[src/rtl/sync_up_down_counter.sv]
// Modulo-MODULUS up/down counter with parallel load and a one-cycle SETTLE
// state that is inserted whenever the direction changes while counting.
module sync_up_down_counter #(
  parameter int WIDTH   = 3,
  parameter int MODULUS = 8
) (
  input  logic             clk,
  input  logic             rst,
  input  logic             en,
  input  logic             M,
  input  logic             load,
  input  logic [WIDTH-1:0] D,
  output logic [WIDTH-1:0] Q,
  output logic [WIDTH-1:0] Q_bar,
  output logic             tc,
  output logic             wrap,
  output logic             dir_chg
);

  typedef enum logic [1:0] {
    UP     = 2'd0,
    DOWN   = 2'd1,
    SETTLE = 2'd2
  } state_t;

  localparam logic [WIDTH:0]   MOD_W = (WIDTH + 1)'(MODULUS);
  localparam logic [WIDTH-1:0] MAX_Q = WIDTH'(MODULUS - 1);

  state_t           state;
  logic             m_q;
  logic [WIDTH-1:0] load_val;

  // Load values outside the count range saturate to the top of the range.
  assign load_val = ({1'b0, D} < MOD_W) ? D : MAX_Q;

  assign Q_bar = ~Q;
  assign tc    = ((state == UP) && (Q == MAX_Q)) ||
                 ((state == DOWN) && (Q == '0));

  always_ff @(posedge clk or posedge rst) begin
    if (rst) begin
      Q       <= '0;
      m_q     <= 1'b0;
      state   <= UP;
      wrap    <= 1'b0;
      dir_chg <= 1'b0;
    end else begin
      wrap    <= 1'b0;
      dir_chg <= 1'b0;
      if (load) begin
        Q     <= load_val;
        m_q   <= M;
        state <= M ? DOWN : UP;
      end else if (!en) begin
        m_q   <= M;
        state <= M ? DOWN : UP;
      end else if (state == SETTLE) begin
        // Leave SETTLE only once the direction input has been stable for an edge.
        if (M == m_q) begin
          state <= m_q ? DOWN : UP;
        end else begin
          m_q     <= M;
          dir_chg <= 1'b1;
        end
      end else if (M != m_q) begin
        state   <= SETTLE;
        m_q     <= M;
        dir_chg <= 1'b1;
      end else if (state == UP) begin
        if (Q == MAX_Q) begin
          Q    <= '0;
          wrap <= 1'b1;
        end else begin
          Q <= Q + 1'b1;
        end
      end else begin
        if (Q == '0) begin
          Q    <= MAX_Q;
          wrap <= 1'b1;
        end else begin
          Q <= Q - 1'b1;
        end
      end
    end
  end

endmodule

[config.mk]
export PLATFORM = sky130hd
export DESIGN_NAME = sync_up_down_counter
export DESIGN_NICKNAME = d
export VERILOG_FILES = /design/src/rtl/sync_up_down_counter.sv
export SDC_FILE = /design/constraint.sdc
export NUM_CORES = 1
export LEC_CHECK = 0
export BUFFER_PORTS_ARGS = -buffer_cell sky130_fd_sc_hd__buf_2
export CAP_MARGIN = 20
export CORE_MARGIN = 4
export CORE_UTILIZATION = 30
export DETAILED_ROUTE_END_ITERATION = 10
export PLACE_DENSITY = 0.62
export SLEW_MARGIN = 25
export SYNTH_ARGS = -nofsm -noshare
export SYNTH_HDL_FRONTEND = slang
export SYNTH_SLANG_ARGS = --single-unit
[constraint.sdc]
create_clock -name clk -period 2.8 [get_ports clk]
set_input_delay 0.14 -clock clk [delete_from_list [all_inputs] [get_ports clk]]
set_output_delay 0.14 -clock clk [all_outputs]
set_load 0.02 [all_outputs]
==> qor.txt, run 1 <==
drt drc = 0
f_max = 584 MHz
post-route clock period utilization = 61.1%
fillcell total = 160
post-synthesis sequential area ratio = 40.3%
die span in x = 48.7 um
Final Instance Area = 626 sq um
CP Data Required Time = 2660 ps
worst r2r src = Q[0]
DR vias/cell = 4.73
core area = 0.00154 sq mm
Final nets = 87
Initial Util = 32.2%
first-pass GRT wire length = 1.78 mm
P per Cell Area = 526 mW/mm^2
Reg clk slew, reported paths = 50 ps
GRT overflow = 0
Syn Nets = 66
drt total wl = 1.02 mm
HPWL after DPL = 818 um
final hold vios = 0
CP Class = reg2out
fin. max-slew vios = 0
Buffers on Ports = 16
most frequent cells in the layout = 16 x buf_2, 8 x dfrtp_1, 8 x inv_1
reg2reg setup slack = 1400 ps
worst-margin pin slew = 338 ps
crit path launch type = flop
GRT Util Overall = 9.49%
cell area after synthesis = 497 sq um
YS warnings = 0
outcome = finished clean
R2R Path End = Q[0]
area share of the largest cell type after synthesis = 40.3%
io pins = 17
post-synthesis cell count = 54
largest net degree at the start of global routing = 9
worst min path class = in2reg
detailed-route via count = 421
per-cell routed wire length = 11.4 um
Seq cells post-synth = 8
Arr. time, crit path = 1570 ps
postcts setup bufs = 0
Die ar. = 0.00237 sq mm
CTS Root Cell = clkbuf_4
main combinational cell family by area after synthesis = compound AO/OA/AOI/OAI gates
post-synthesis compound-gate area fraction = 24.2%
DRT antenna net count = 0
crit path max fanout = 4
Placed Instance Area = 593 sq um
# rows = 14
CTS tree = built
TritonCTS Buffers = 3
initial antenna violation count = 0
Clock Path Buffers = 2
Clk Latency, worst-skew pair = 250 ps
crit path capture = tc
Relative slew margins = 77.4%
xor and xnor area share after synthesis = 3.27%
Mapped Avg Cell Area = 9.20 sq um
Crit. Startpoint = Q[0]
Leakage = 0.321 nW
R2R depth = 6
Area growth, synth to finish = 25.9%
RSZ-0062 raised after global routing = no
mux share of post-synthesis cell area = 2.27%
area leader, netlist = dfrtp_1
H-tree depth = 1
Die H = 48.7 um
Sink Count = 8
vias in the first global route = 420
Final Total Pwr = 0.329 mW
peak supply drop = 0.000246 V
Adder-Cell Fraction of Synth Area = 10.1%
min Tclk post-route = 1710 ps
max-cap violations = 0
synth unique cells = 23
cts repair resizes = 0
ANT cells = 0
Simple-Gate Fraction of Synth Area = 13.1%
largest cells by area after synthesis = dfrtp_1 40%, ha_1 10%, inv_1 6.0%
Placer Congestion = 0.725
Final Skew = 3.43 ps
layout cells sized above 1 = 34.2%
commonest non-fill, non-tap cell in the layout = buf_2
first-iteration detailed-routing DRC count = 9
drt first pass iters = 3
Final Setup Violations = 0
CP Capture Type = output pin
setup TNS = 0 ps
[state kept, by name, summed over array words and instances, names as in the netlist]
signal,cells
Q,3
state,2
dir_chg,1
m_q,1
wrap,1
[metal layers]
| layer | track usage, % | wire length, um |
|---|---|---|
| met1 | 12.9 | 493 |
| met2 | 12.8 | 446 |
| met3 | 5.21 | 80 |
| met4 | 2.69 | 0 |
| met5 | 0 | 0 |
[Yosys cell counts (all sizes together)]
cell type,count
a211oi,1
a21oi,5
a22oi,1
a31o,1
a31oi,1
clkbuf,1
dfrtp,8
ha,4
inv,8
mux2,1
nand2,3
nand2b,2
nor2,6
nor3,2
o211ai,1
o21ai,2
o21bai,1
o221ai,1
o22ai,2
o31ai,1
or2,1
xnor2,1
[per-stage QoR]
step | utilization [%] | std cells | worst slack, ps | hold slack (ps)
floorplan | - | 54 | 1150 | -44.3
global placement | 38.5 | 85 | 1360 | 99.9
detailed placement | 38.5 | 85 | 1360 | 100
CTS | 40.6 | 89 | 1080 | 70.5
global route | 40.6 | 89 | 973 | 71.0
finish | 40.6 | 89 | 1090 | 76.5
[how the worst min path moves through the flow]
stage,from,to,slack [ps],cells past startpoint
2_1_floorplan,rst,Q[0],-40,1
3_3_place_gp,rst,dir_chg,100,2
3_5_place_dp,rst,state[0],100,2
4_1_cts,M,m_q,70,1
5_1_grt,M,m_q,70,1
6_report,M,m_q,80,1
[cell families after synthesis]
| kind of cell | count (synthesis) |
|---|---|
| compound gates | 17 |
| xor+xnor | 1 |
| fa+ha+maj | 4 |
| buf+inv | 9 |
| flops | 8 |
| mux | 1 |
| simple gates | 14 |
[what timing repair did]
action,in CTS,in global routing
hold buffers,1,0
endpoints found under the setup margin,0,0
hold endpoints to repair,8,0
[report_power, final]
| group | switching [mW] | internal, mW |
|---|---|---|
| Clock | 0.0354 | 0.0488 |
| Sequential | 0.0119 | 0.126 |
| Combinational | 0.0641 | 0.0433 |
| Total | 0.111 | 0.218 |
[layout make-up]
type | instances | area, sq um | area share, %
inverter | 8 | 30.0 | 4.80
tap | 16 | 20.0 | 3.20
clock buffer | 3 | 22.5 | 3.60
sequential | 8 | 200 | 32.0
multi-input combinational | 37 | 263 | 42.0
timing repair buffer | 17 | 90.1 | 14.4
[worst max-delay path: stages, from the launching register on]
cell      delay [ps]
dfrtp_1          410
inv_1            130
ha_1             180
nand2b_1          90
mux2_2           270
nor2_1            70
buf_2            160
(Power assumes the default switching activity.)
==> run 2: changes to the inputs <==
clock period = 1.8 ns   (was 2.8 ns; I/O delays follow)
==> qor.txt, run 2 (same netlist as run 1, synthesis figures left out) <==
R2R Path End = Q[0]
delay-heaviest family, CP = flip-flops
Final nets = 87 (unchanged)
max-cap violations = 0 (unchanged)
Area growth, synth to finish = 25.9% (unchanged)
Initial Util = 32.2% (unchanged)
Reg clk slew, reported paths = 60 ps (about the same)
H-tree depth = 1 (unchanged)
Die ar. = 0.00237 sq mm (unchanged)
Slowest-stage cell, CP = dfrtp_1
RSZ-0062 raised after global routing = no
die span in x = 48.7 um (unchanged)
crit path launch type = flop
worst hold path endpoint = m_q
worst min path class = in2reg
DRT antenna net count = 0 (unchanged)
outcome = finished clean
io pins = 17 (unchanged)
max reg flops = 3 (unchanged)
Placer Congestion = 0.722 (-0.48%)
hold depth = 1 (unchanged)
ANT cells = 0 (unchanged)
CTS Root Cell = clkbuf_4
cts repair resizes = 0 (unchanged)
P per Cell Area = 833 mW/mm^2 (+58%)
DR vias/cell = 5.13 (+8.6%)
layout cells sized above 1 = 34.2% (unchanged)
Biggest register = Q
worst-margin pin slew = 355 ps (+16.8 ps)
largest net degree at the start of global routing = 9 (unchanged)
drt drc = 0 (unchanged)
HPWL after DPL = 883 um (+7.9%)
first-iteration detailed-routing DRC count = 7 (-2)
vias in the first global route = 436 (+3.8%)
Largest regs = Q (3), state (2)
Sink Count = 8 (unchanged)
initial antenna violation count = 0 (unchanged)
reg2reg setup slack = 350 ps (-1050 ps)
detailed-route via count = 457 (+8.6%)
hold_ws = 19.3 ps (-57.2 ps)
Final Skew = 5.51 ps (+2.08 ps)
f_max = 592 MHz
CP Class = reg2out
hold_buf cts = 1 (unchanged)
Largest stage delay, worst path = 420 ps (about the same)
commonest non-fill, non-tap cell in the layout = buf_2
worst path buffer plus inverter count = 2 (unchanged)
post-route clock period utilization = 93.9%
Relative slew margins = 76.3% (-1.1 points)
min Tclk post-route = 1690 ps
Buffers on Ports = 16 (unchanged)
first-pass GRT wire length = 1.89 mm (+6.2%)
setup TNS = 0 ps (unchanged)
drt first pass iters = 4 (+1)
GRT Util Overall = 10.4% (+0.95 points)
CP Data Required Time = 1710 ps (-950 ps)
final hold vios = 0 (unchanged)
Worst Min Path Start = M
Crit. Startpoint = Q[0]
TritonCTS Buffers = 3 (unchanged)
CTS tree = built
GRT overflow = 0 (unchanged)
peak supply drop = 0.000418 V (+70%)
Arr. time, crit path = 1600 ps (+30 ps)
fin. max-slew vios = 0 (unchanged)
Final Setup Violations = 0 (unchanged)
R2R depth = 6 (unchanged)
crit path max fanout = 4 (unchanged)
per-cell routed wire length = 12.2 um (+6.4%)
Clk Latency, worst-skew pair = 260 ps (about the same)
Clock Path Buffers = 2 (unchanged)
CP Capture Type = output pin
Die H = 48.7 um (unchanged)
core area = 0.00154 sq mm (unchanged)
most frequent cells in the layout = 16 x buf_2, 8 x dfrtp_1, 8 x inv_1
drt total wl = 1.08 mm (+6.4%)
Leakage = 0.321 nW (unchanged)
# rows = 14 (unchanged)
postcts setup bufs = 0 (unchanged)
cells along the critical path = inv_1 -> ha_1 -> nand2b_1 -> mux2_2 -> nor2_1 -> buf_2
worst r2r src = Q[0]
==> run 2: cell counts in the layout (fill, tap and decap cells not counted) <==
Identical to the previous run, type by type.
==> run 2: worst reg2reg max path, stage by stage, from the launching register on <==
cell      delay (ps)
dfrtp_1          420
ha_1             220
ha_1             210
o21bai_1         150
a31o_2           180
o31ai_1           70
o21ai_0          140
==> run 2: final cells by class <==
| type | count | area (sq um) |
|---|---|---|
| multi-input cells | 37 | 263 |
| well taps | 16 | 20.0 |
| flip-flops and latches | 8 | 200 |
| repair buffers | 17 | 90.1 |
| fillers | 170 | 916 |
| clock buffers | 3 | 22.5 |
| inverters | 8 | 30.0 |
==> run 2: per-layer routing <==
metal  up-vias  track usage (%)  share of wire (%)
li1        227                -                  -
met1       213             12.3                 43
met2        13             15.7                 48
met3         4             4.91                6.7
met4         0             5.38                2.1
met5         -                0                  0
==> run 2: report_power, final <==
part	switching [mW]	total (mW)	internal, mW
Combinational	0.100	0.167	0.0675
Sequential	0.0197	0.215	0.195
Clock	0.0625	0.139	0.0764
Total	0.182	0.521	0.339
==> run 2: worst max path at each step <==
stage	endpoint	cells after the start
floorplan	tc	5
global placement	Q[0]	6
detailed placement	Q[0]	6
CTS	tc	6
global route	tc	6
finish	tc	6
==> run 2: stage by stage <==
stage	setup slack, ps	utilization (%)	cells	instance area, sq um	total power, mW
2_1_floorplan	196	-	54	497	0.330
3_3_place_gp	379	38.5	85	593	0.383
3_5_place_dp	376	38.5	85	593	0.385
4_1_cts	97.0	40.6	89	626	0.531
5_1_grt	5.78	40.6	89	626	0.559
6_report	109	40.6	89	626	0.521
==> run 3: changes to the inputs <==
RECOVER_POWER = 100   (was default)
==> qor.txt, run 3 (same netlist as run 1, synthesis figures left out) <==
peak supply drop = 0.000415 V (-0.60%)
Placer Congestion = 0.722 (unchanged)
Clock Path Buffers = 2 (unchanged)
core area = 0.00154 sq mm (unchanged)
Placed Instance Area = 593 sq um (unchanged)
worst min path class = in2reg
DR vias/cell = 5.15 (+0.22%)
Die ar. = 0.00237 sq mm (unchanged)
cts repair resizes = 0 (unchanged)
fin. max-slew vios = 0 (unchanged)
max reg flops = 3 (unchanged)
CTS tree = built
crit path launch type = flop
Setup Slack @ Placement = 376 ps (unchanged)
initial antenna violation count = 0 (unchanged)
Inst Count DP = 85 (unchanged)
post-route clock period utilization = 94.3% (+0.39 points)
f_max = 589 MHz (-0.41%)
first-pass GRT wire length = 1.89 mm (unchanged)
fillcell total = 175 (+2.9%)
Biggest register = Q
io pins = 17 (unchanged)
HPWL after DPL = 883 um (unchanged)
P per Cell Area = 852 mW/mm^2 (+2.3%)
largest net degree at the start of global routing = 9 (unchanged)
drt drc = 0 (unchanged)
drt first pass iters = 4 (unchanged)
Final Setup Violations = 0 (unchanged)
GRT overflow = 0 (unchanged)
area of the multi-input gates = 248 sq um (-5.7%)
H-tree depth = 1 (unchanged)
drt total wl = 1.10 mm (+1.0%)
Largest stage delay, worst path = 420 ps (about the same)
most frequent cells in the layout = 9 x clkbuf_1, 8 x dfrtp_1, 8 x inv_1
Slowest-stage cell, CP = dfrtp_1
setup TNS = 0 ps (unchanged)
CP Data Required Time = 1710 ps (about the same)
RSZ-0062 raised after global routing = no
Area growth, synth to finish = 20.7%
layout cells sized above 1 = 17.8% (-16 points)
CTS Root Cell = clkbuf_4
Arr. time, crit path = 1610 ps (about the same)
cells along the critical path = inv_1 -> ha_1 -> nand2b_1 -> mux2_2 -> nor2_1 -> buf_2
fin worst setup slack = 102 ps (-7.04 ps)
Sink Count = 8 (unchanged)
# rows = 14 (unchanged)
hold_buf cts = 1 (unchanged)
Initial Util = 32.2% (unchanged)
Leakage = 0.283 nW (-12%)
vias in the first global route = 436 (unchanged)
min Tclk post-route = 1700 ps (+7.04 ps)
max-cap violations = 0 (unchanged)
commonest non-fill, non-tap cell in the layout = clkbuf_1
Final Skew = 5.38 ps (-0.127 ps)
Final nets = 87 (unchanged)
die span in x = 48.7 um (unchanged)
postcts setup bufs = 0 (unchanged)
Largest regs = Q (3), state (2)
detailed-route via count = 458 (+0.22%)
GRT Util Overall = 10.4% (unchanged)
CP Class = reg2out
CP Capture Type = output pin
delay-heaviest family, CP = flip-flops
Relative slew margins = 76.3% (about the same)
Register Area = 200 sq um (unchanged)
TritonCTS Buffers = 3 (unchanged)
worst path buffer plus inverter count = 2 (unchanged)
Clk Latency, worst-skew pair = 260 ps (about the same)
non-filler cells in the finished layout = 89 (unchanged)
crit path max fanout = 4 (unchanged)
Buffers on Ports = 16 (unchanged)
final hold vios = 0 (unchanged)
Final Instance Area = 599 sq um (-4.2%)
Die H = 48.7 um (unchanged)
ANT cells = 0 (unchanged)
Reg clk slew, reported paths = 60 ps (about the same)
DRT antenna net count = 0 (unchanged)
outcome = finished clean
per-cell routed wire length = 12.3 um (+1.0%)
worst-margin pin slew = 354 ps (-0.0852 ps)
first-iteration detailed-routing DRC count = 8 (+1)
[run 3: cell count changes in the layout (fill, tap and decap cells not counted), sizes merged]
cell | previous run | this run
buf | 16 | 7
clkbuf | 3 | 12
[run 3: metal layers]
layer  share of wire [%]  global-route usage [%]  up-vias
met2                  48                    15.7       11
met3                 6.7                    4.91        4
met4                 2.0                    5.38        0
met5                   0                       0        -
li1                    -                       -      229
met1                  43                    12.3      214
[run 3: final timing paths]
| check | startpoint | end | slack (ps) | depth (start not counted) |
|---|---|---|---|---|
| hold / removal | M | m_q | 40 | 1 |
| max in group asynchronous | rst | Q[1] | 1260 | 3 |
| setup reg to reg | m_q | Q[2] | 270 | 4 |
| hold reg to reg | state[0] | state[0] | 610 | 2 |
| min in group asynchronous | rst | wrap | 310 | 3 |
| setup / recovery | Q[0] | tc | 100 | 6 |
[run 3: final cells by class]
type                    count  share of cell area, %
well taps                  16                   3.34
multi-input cells          37                   41.3
inverters                   8                   5.01
repair buffers             17                   13.2
flip-flops and latches      8                   33.4
clock buffers               3                   3.76
[run 3: power by group]
group          leakage, nW  internal, mW  switching [mW]
registers            0.100         0.195          0.0197
clock network       0.0138        0.0763          0.0618
logic                0.169        0.0588          0.0988
[run 3: through the flow]
| stage | utilization (%) | hold WS, ps | power, mW |
|---|---|---|---|
| CTS | 40.6 | 9.88 | 0.531 |
| global placement | 38.5 | 48.5 | 0.383 |
| finish | 38.9 | 36.3 | 0.511 |
| global route | 38.9 | 39.4 | 0.549 |
| detailed placement | 38.5 | 50.3 | 0.385 |
| floorplan | - | -94.3 | 0.330 |
